===== src/rtl/main_fsm_pkg.sv =====
`default_nettype none
// ============================================================================
// Module   : main_fsm_pkg
// Brief    : State, opcode and datapath-select encodings for the multicycle
//            RISC-V controller and its ALU decoder.
// Revision : 1.0
// ============================================================================
package main_fsm_pkg;

    typedef enum logic [3:0] {
        S_FETCH    = 4'd0,
        S_DECODE   = 4'd1,
        S_MEMADR   = 4'd2,
        S_MEMREAD  = 4'd3,
        S_MEMWB    = 4'd4,
        S_MEMWRITE = 4'd5,
        S_EXECR    = 4'd6,
        S_EXECI    = 4'd7,
        S_ALUWB    = 4'd8,
        S_BEQ      = 4'd9,
        S_JAL      = 4'd10,
        S_LUI      = 4'd11,
        S_TRAP     = 4'd12
    } state_t;

    // Opcodes (instr[6:0])
    localparam logic [6:0] c_OP_LW    = 7'b0000011;
    localparam logic [6:0] c_OP_SW    = 7'b0100011;
    localparam logic [6:0] c_OP_RTYPE = 7'b0110011;
    localparam logic [6:0] c_OP_ITYPE = 7'b0010011;
    localparam logic [6:0] c_OP_BEQ   = 7'b1100011;
    localparam logic [6:0] c_OP_JAL   = 7'b1101111;
    localparam logic [6:0] c_OP_LUI   = 7'b0110111;

    // resultSrc
    localparam logic [1:0] c_RES_ALUOUT    = 2'b00;
    localparam logic [1:0] c_RES_DATA      = 2'b01;
    localparam logic [1:0] c_RES_ALURESULT = 2'b10;

    // aluSrcA
    localparam logic [1:0] c_SRCA_PC    = 2'b00;
    localparam logic [1:0] c_SRCA_OLDPC = 2'b01;
    localparam logic [1:0] c_SRCA_RS1   = 2'b10;
    localparam logic [1:0] c_SRCA_ZERO  = 2'b11;

    // aluSrcB
    localparam logic [1:0] c_SRCB_RS2   = 2'b00;
    localparam logic [1:0] c_SRCB_IMM   = 2'b01;
    localparam logic [1:0] c_SRCB_FOUR  = 2'b10;

    // aluOp, shared with the ALU decoder
    localparam logic [1:0] c_ALUOP_ADD   = 2'b00;
    localparam logic [1:0] c_ALUOP_SUB   = 2'b01;
    localparam logic [1:0] c_ALUOP_FUNCT = 2'b10;

    // immSrc
    localparam logic [2:0] c_IMM_I = 3'b000;
    localparam logic [2:0] c_IMM_S = 3'b001;
    localparam logic [2:0] c_IMM_B = 3'b010;
    localparam logic [2:0] c_IMM_J = 3'b011;
    localparam logic [2:0] c_IMM_U = 3'b100;

    // State entered from DECODE; anything unrecognised traps.
    function automatic state_t decode_target(input logic [6:0] op, input logic lui_en);
        case (op)
            c_OP_LW, c_OP_SW: return S_MEMADR;
            c_OP_RTYPE:       return S_EXECR;
            c_OP_ITYPE:       return S_EXECI;
            c_OP_BEQ:         return S_BEQ;
            c_OP_JAL:         return S_JAL;
            c_OP_LUI:         return lui_en ? S_LUI : S_TRAP;
            default:          return S_TRAP;
        endcase
    endfunction

endpackage
`default_nettype wire


===== src/rtl/imm_src_deco.sv =====
`default_nettype none
// ============================================================================
// Module   : imm_src_deco
// Brief    : Combinational opcode to immediate-format select.
// Revision : 1.0
// ============================================================================
module imm_src_deco
    import main_fsm_pkg::*;
(
    input  logic [6:0] op,
    output logic [2:0] immSrc
);

    always_comb begin
        immSrc = c_IMM_I;
        case (op)
            c_OP_LW, c_OP_ITYPE: immSrc = c_IMM_I;
            c_OP_SW:             immSrc = c_IMM_S;
            c_OP_BEQ:            immSrc = c_IMM_B;
            c_OP_JAL:            immSrc = c_IMM_J;
            c_OP_LUI:            immSrc = c_IMM_U;
            default:             immSrc = c_IMM_I;
        endcase
    end

endmodule
`default_nettype wire


===== src/rtl/main_fsm.sv =====
`default_nettype none
// ============================================================================
// Module   : main_fsm
// Brief    : Multicycle RISC-V main controller (Moore FSM) with memory wait
//            handshake, illegal-opcode trap and retired-instruction counter.
// Revision : 1.0
// ============================================================================
module main_fsm
    import main_fsm_pkg::*;
#(
    parameter int ENABLE_LUI = 1,
    parameter int CNT_W      = 32
) (
    input  logic             clk,
    input  logic             resetN,
    input  logic [6:0]       op,
    input  logic             memReady,
    output logic             memReq,
    output logic             adrSrc,
    output logic             irWrite,
    output logic             pcUpdate,
    output logic             regWrite,
    output logic             memWrite,
    output logic             branch,
    output logic [1:0]       resultSrc,
    output logic [1:0]       aluSrcA,
    output logic [1:0]       aluSrcB,
    output logic [1:0]       aluOp,
    output logic [2:0]       immSrc,
    output logic             illegalOp,
    output logic [CNT_W-1:0] instrCount,
    output logic [3:0]       state
);

    state_t           r_state;
    state_t           w_next;
    logic [CNT_W-1:0] r_count;
    logic             w_retire;

    logic       w_memReq, w_irWrite, w_pcUpdate, w_regWrite, w_memWrite, w_branch;
    logic       w_adrSrc;
    logic [1:0] w_resultSrc, w_aluSrcA, w_aluSrcB, w_aluOp;

    always_ff @(posedge clk or negedge resetN) begin
        if (!resetN) begin
            r_state <= S_FETCH;
        end else begin
            r_state <= w_next;
        end
    end

    always_comb begin
        w_next = r_state;
        case (r_state)
            S_FETCH:    if (memReady) w_next = S_DECODE;
            S_DECODE:   w_next = decode_target(op, ENABLE_LUI != 0);
            S_MEMADR:   w_next = (op == c_OP_SW) ? S_MEMWRITE : S_MEMREAD;
            S_MEMREAD:  if (memReady) w_next = S_MEMWB;
            S_MEMWRITE: if (memReady) w_next = S_FETCH;
            S_EXECR,
            S_EXECI,
            S_JAL,
            S_LUI:      w_next = S_ALUWB;
            S_MEMWB,
            S_ALUWB,
            S_BEQ:      w_next = S_FETCH;
            S_TRAP:     w_next = S_TRAP;
            default:    w_next = S_FETCH;
        endcase
    end

    always_comb begin
        w_memReq    = 1'b0;
        w_adrSrc    = 1'b0;
        w_irWrite   = 1'b0;
        w_pcUpdate  = 1'b0;
        w_regWrite  = 1'b0;
        w_memWrite  = 1'b0;
        w_branch    = 1'b0;
        w_resultSrc = c_RES_ALUOUT;
        w_aluSrcA   = c_SRCA_PC;
        w_aluSrcB   = c_SRCB_RS2;
        w_aluOp     = c_ALUOP_ADD;
        case (r_state)
            S_FETCH: begin
                // IR load and PC+4 commit only on the cycle memory delivers.
                w_memReq    = 1'b1;
                w_irWrite   = memReady;
                w_pcUpdate  = memReady;
                w_aluSrcB   = c_SRCB_FOUR;
                w_resultSrc = c_RES_ALURESULT;
            end
            S_DECODE: begin
                w_aluSrcA = c_SRCA_OLDPC;
                w_aluSrcB = c_SRCB_IMM;
            end
            S_MEMADR: begin
                w_aluSrcA = c_SRCA_RS1;
                w_aluSrcB = c_SRCB_IMM;
            end
            S_MEMREAD: begin
                w_memReq = 1'b1;
                w_adrSrc = 1'b1;
            end
            S_MEMWB: begin
                w_resultSrc = c_RES_DATA;
                w_regWrite  = 1'b1;
            end
            S_MEMWRITE: begin
                w_memReq   = 1'b1;
                w_adrSrc   = 1'b1;
                w_memWrite = 1'b1;
            end
            S_EXECR: begin
                w_aluSrcA = c_SRCA_RS1;
                w_aluSrcB = c_SRCB_RS2;
                w_aluOp   = c_ALUOP_FUNCT;
            end
            S_EXECI: begin
                w_aluSrcA = c_SRCA_RS1;
                w_aluSrcB = c_SRCB_IMM;
                w_aluOp   = c_ALUOP_FUNCT;
            end
            S_ALUWB: begin
                w_resultSrc = c_RES_ALUOUT;
                w_regWrite  = 1'b1;
            end
            S_BEQ: begin
                w_aluSrcA   = c_SRCA_RS1;
                w_aluSrcB   = c_SRCB_RS2;
                w_aluOp     = c_ALUOP_SUB;
                w_resultSrc = c_RES_ALUOUT;
                w_branch    = 1'b1;
            end
            S_JAL: begin
                w_aluSrcA   = c_SRCA_OLDPC;
                w_aluSrcB   = c_SRCB_FOUR;
                w_resultSrc = c_RES_ALUOUT;
                w_pcUpdate  = 1'b1;
            end
            S_LUI: begin
                w_aluSrcA = c_SRCA_ZERO;
                w_aluSrcB = c_SRCB_IMM;
            end
            default: begin
            end
        endcase
    end

    // Enables are gated by resetN so an access in flight is dropped at once.
    assign memReq   = w_memReq   & resetN;
    assign irWrite  = w_irWrite  & resetN;
    assign pcUpdate = w_pcUpdate & resetN;
    assign regWrite = w_regWrite & resetN;
    assign memWrite = w_memWrite & resetN;
    assign branch   = w_branch   & resetN;

    assign adrSrc    = w_adrSrc;
    assign resultSrc = w_resultSrc;
    assign aluSrcA   = w_aluSrcA;
    assign aluSrcB   = w_aluSrcB;
    assign aluOp     = w_aluOp;

    // TRAP is only left through reset, so the state itself is the sticky flag.
    assign illegalOp = (r_state == S_TRAP);
    assign state     = r_state;

    // An instruction retires on any entry into FETCH from another state.
    assign w_retire = (w_next == S_FETCH) && (r_state != S_FETCH);

    always_ff @(posedge clk or negedge resetN) begin
        if (!resetN) begin
            r_count <= '0;
        end else if (w_retire) begin
            r_count <= r_count + CNT_W'(1);
        end
    end

    assign instrCount = r_count;

    imm_src_deco u_imm_src_deco (
        .op     (op),
        .immSrc (immSrc)
    );

endmodule
`default_nettype wire


===== config.mk =====
export PLATFORM = sky130hd
export DESIGN_NAME = main_fsm
export DESIGN_NICKNAME = d
export VERILOG_FILES = /design/src/rtl/main_fsm_pkg.sv /design/src/rtl/imm_src_deco.sv /design/src/rtl/main_fsm.sv
export SDC_FILE = /design/constraint.sdc
export NUM_CORES = 1
export LEC_CHECK = 0
export ABC_AREA = 1
export CORE_UTILIZATION = 50
export CTS_BUF_LIST = sky130_fd_sc_hd__clkbuf_4 sky130_fd_sc_hd__clkbuf_8
export DETAILED_ROUTE_END_ITERATION = 16
export PLACE_DENSITY_LB_ADDON = 0.3
export SLEW_MARGIN = 20
export SYNTH_ARGS = -nofsm -noshare
export SYNTH_HDL_FRONTEND = slang
export SYNTH_SLANG_ARGS = --single-unit

===== constraint.sdc =====
create_clock -name clk -period 4.15 [get_ports clk]
set_input_delay 0.83 -clock clk [delete_from_list [all_inputs] [get_ports clk]]
set_output_delay 0.83 -clock clk [all_outputs]
set_load 0.05 [all_outputs]

==> run summary <==
CTS tree: yes
initial antenna violation count: 0
Comb power frac: 0.574
hold path depth: 2
Synth Register Bits: 36
worst-margin pin slew: 0.5279 ns
wire per inst: 13.24 um
Final Cycle Share: 0.8458
peak supply drop: 0.6963 mV
MaxCap Viol Count: 0
Max Fclk: 284.9 MHz
die height: 75.47 um
DR vias/cell: 5.248
first-pass GRT wire length: 11.63 mm
most frequently used flop master after synthesis: dfrtp_1
final instance area: 3462 um2
Final setup viols: 0
initial core utilization: 0.5251
largest cells by area after synthesis: dfrtp_1, nand2_1, nand3_1, nor2_1, xor2_1
core box area: 5140 um2
H-tree levels: 2
Max Slew Vio Count: 0
top cell type's share of synthesized area: 0.3338
antenna diode count: 0
Final #Nets: 489
Met3 Routed Length: 464 um
post-synth net total: 426
die area: 5696 um2
Hold-fix buffers, CTS: 0
Mapped Area: 2699 um2
met1 WL: 3.217 mm
LEAKAGE: 1.731 nW
Slew HR: 0.6454
Hold EP: instrCount[31]$_DFFE_PN0P_
Power Dens Cells: 480.4 nW/um2
largest net degree at the start of global routing: 37
Yosys top cell by area: dfrtp_1
status: completed
vias in the first global route: 2,457
hold_sp: instrCount[31]$_DFFE_PN0P_
dpl cell area: 3366 um2
Final Critical Period: 3.510 ns
sequential fraction of design power: 0.262
Area growth syn-to-layout: 28.28%
Required @ worst endpoint: 3.32 ns
worst path bufs/invs: 3
DP Wirelength: 5.486 mm
first-pass iteration count of the detailed router: 5
Layout fillers: 482
clock network fraction of design power: 0.164
reg2reg path depth: 10
Skew-Pair Late Insertion Delay: 0.30 ns
total global-route track usage: 0.2715
Max stage delay on crit path: 0.80 ns
row count: 26
worst-path cell chain: clkdlybuf4s50_1, inv_1, nand2_1, nor2_1, nand2_1, nand2_1, clkdlybuf4s50_1
endpoint type of the worst setup path: primary output
critical path's top delay family: buffers and inverters
reg2reg setup slack: 2.07 ns
CP Class: in2out
sw frac: 0.5235
Buffers on Ports: 64
RSZ-0062 raised after global routing: false
max layer used: met4
Async SR Flop Fraction: 1.000
io pins: 65
Worst setup SP type: input pin
TNS Setup: 0 ns
post-synthesis sequential area ratio: 0.3338
Routed met2 length: 3.468 mm
post_cts resized: 0
clock root cell: clkbuf_8
post-route ant nets: 0
slowest CP cell: clkdlybuf4s50_1
Distinct cells, synth: 29
layout cells sized above 1: 0.05858
Sw Pwr: 0.8707 mW
reg2reg end: instrCount[28]$_DFFE_PN0P_
internal power: 0.7926 mW
post-CTS setup buffer count: 0
mean post-synth cell area: 6.503 um2
Final Wtd Congestion: 0.9135
cell count after synthesis: 415
Clock Sinks: 36
synth warn: 0
Routed WL: 7.254 mm
clock tree buffer depth: 2
cts bufs inserted: 5
Data arrival, critical path: 2.68 ns
final hold viol count: 0
Post-synth EDFFs: 0
RR Startpoint: instrCount[1]$_DFFE_PN0P_
Critical Path Fanout Max: 5
worst hold path class: reg2reg
Die Wd: 75.47 um
First DRT Iteration DRCs: 242
Clock Pin Slew Worst Setup and Hold Paths: 0.06 ns
final clock skew: 0.01018 ns
DR vias: 2,876
CP dominant cell by count: nand2_1
global route total overflow: 0
Remaining DRCs: 0
-- metal layers --
| layer | vias up | global-route usage |
|---|---|---|
| met2 | 121 | 0.4534 |
| met4 | 0 | 0.07407 |
| met5 | - | 0 |
| li1 | 1444 | - |
| met1 | 1302 | 0.3610 |
| met3 | 9 | 0.05026 |
-- kinds of logic (layout without fill, tap and decap cells) --
kind of cell,Yosys count,in the layout,share of synthesized area
simple gates,287,287,0.4604
buf+inv,53,116,0.08762
flops,36,36,0.3338
xor+xnor,27,27,0.08762
compound gates,11,11,0.02596
fa+ha+maj,1,1,0.004635
-- cell usage after synthesis, types with 2 or more instances --
cell	instances
a21oi_1	3
buf_2	3
buf_4	3
buf_6	3
clkbuf_1	2
dfrtp_1	36
inv_1	35
inv_2	7
nand2_1	153
nand2_2	2
nand3_1	54
nand3b_1	4
nand4_1	6
nor2_1	45
nor2_2	3
nor3_1	16
o21ai_0	3
xnor2_1	8
xor2_1	19
-- flip-flops by register name (all words and copies together) (netlist names) --
| register | cells |
|---|---|
| instrCount | 32 |
| state | 4 |
-- metrics by stage --
stage | power [mW] | utilization | instances | hold slack [ns] | setup WS, ns
after floorplan | 1.188 | - | 415 | 0.5344 | 1.061
after global placement | 1.384 | 0.6548 | 541 | 0.5092 | 0.7136
after detailed placement | 1.399 | 0.6548 | 541 | 0.5163 | 0.6685
after CTS | 1.671 | 0.6736 | 548 | 0.5357 | 0.6540
after global routing | 1.758 | 0.6736 | 548 | 0.5766 | 0.5516
final | 1.663 | 0.6736 | 548 | 0.5365 | 0.6399
-- worst min-delay path, cell delays in order (launching register included) --
cell	delay (ns)
dfrtp_1	0.39
nand2_1	0.07
nand2_1	0.05
-- layout by cell type, fill, tap and decap left out --
| master | netlist | routed |
|---|---|---|
| a211oi_1 | 1 | 1 |
| a21o_1 | 1 | 1 |
| a21oi_1 | 3 | 3 |
| a21oi_2 | 1 | 1 |
| buf_2 | 3 | 1 |
| buf_4 | 3 | 3 |
| clkbuf_8 | 0 | 7 |
| clkdlybuf4s50_1 | 0 | 63 |
| dfrtp_1 | 36 | 36 |
| ha_1 | 1 | 1 |
| inv_1 | 35 | 35 |
| inv_2 | 7 | 7 |
| nand2_1 | 153 | 153 |
| nand2_2 | 2 | 2 |
| nand2_4 | 1 | 1 |
| nand3_1 | 54 | 54 |
| nand3_4 | 1 | 1 |
| nand3b_1 | 4 | 4 |
| nand4_1 | 6 | 6 |
| nor2_1 | 45 | 45 |
| nor2_2 | 3 | 3 |
| nor2_4 | 1 | 1 |
| nor3_1 | 16 | 16 |
| nor3_2 | 1 | 1 |
| o211ai_1 | 1 | 1 |
| o21ai_0 | 3 | 3 |
| o221ai_1 | 1 | 1 |
| xnor2_1 | 8 | 8 |
| xor2_1 | 19 | 19 |
-- final cells by class --
| cell class | count | area [um2] | area share |
|---|---|---|---|
| Multi-Input combinational cell | 326 | 1562 | 0.4510 |
| Timing Repair Buffer | 67 | 658.1 | 0.1901 |
| Clock buffer | 7 | 96.34 | 0.02783 |
| Sequential cell | 36 | 900.9 | 0.2602 |
| Inverter | 42 | 157.7 | 0.04554 |
| Tap cell | 70 | 87.58 | 0.02530 |
-- power groups by stage --
stage | registers, mW | clock network, mW | logic [mW]
CTS | 0.435 | 0.276 | 0.960
global placement | 0.441 | 0 | 0.943
global route | 0.442 | 0.289 | 1.03
floorplan | 0.548 | 0 | 0.640
detailed placement | 0.442 | 0 | 0.957
finish | 0.436 | 0.272 | 0.955
-- worst max path at each step --
stage	start	endpoint	cells after the start
finish	op[2]	immSrc[1]	7
CTS	op[2]	immSrc[1]	7
global route	op[2]	immSrc[0]	7
floorplan	state[1]$_DFF_PN0_	pcUpdate	5
global placement	op[2]	immSrc[0]	7
detailed placement	op[2]	immSrc[1]	7
Note: power is estimated with default switching activity, not from simulation.
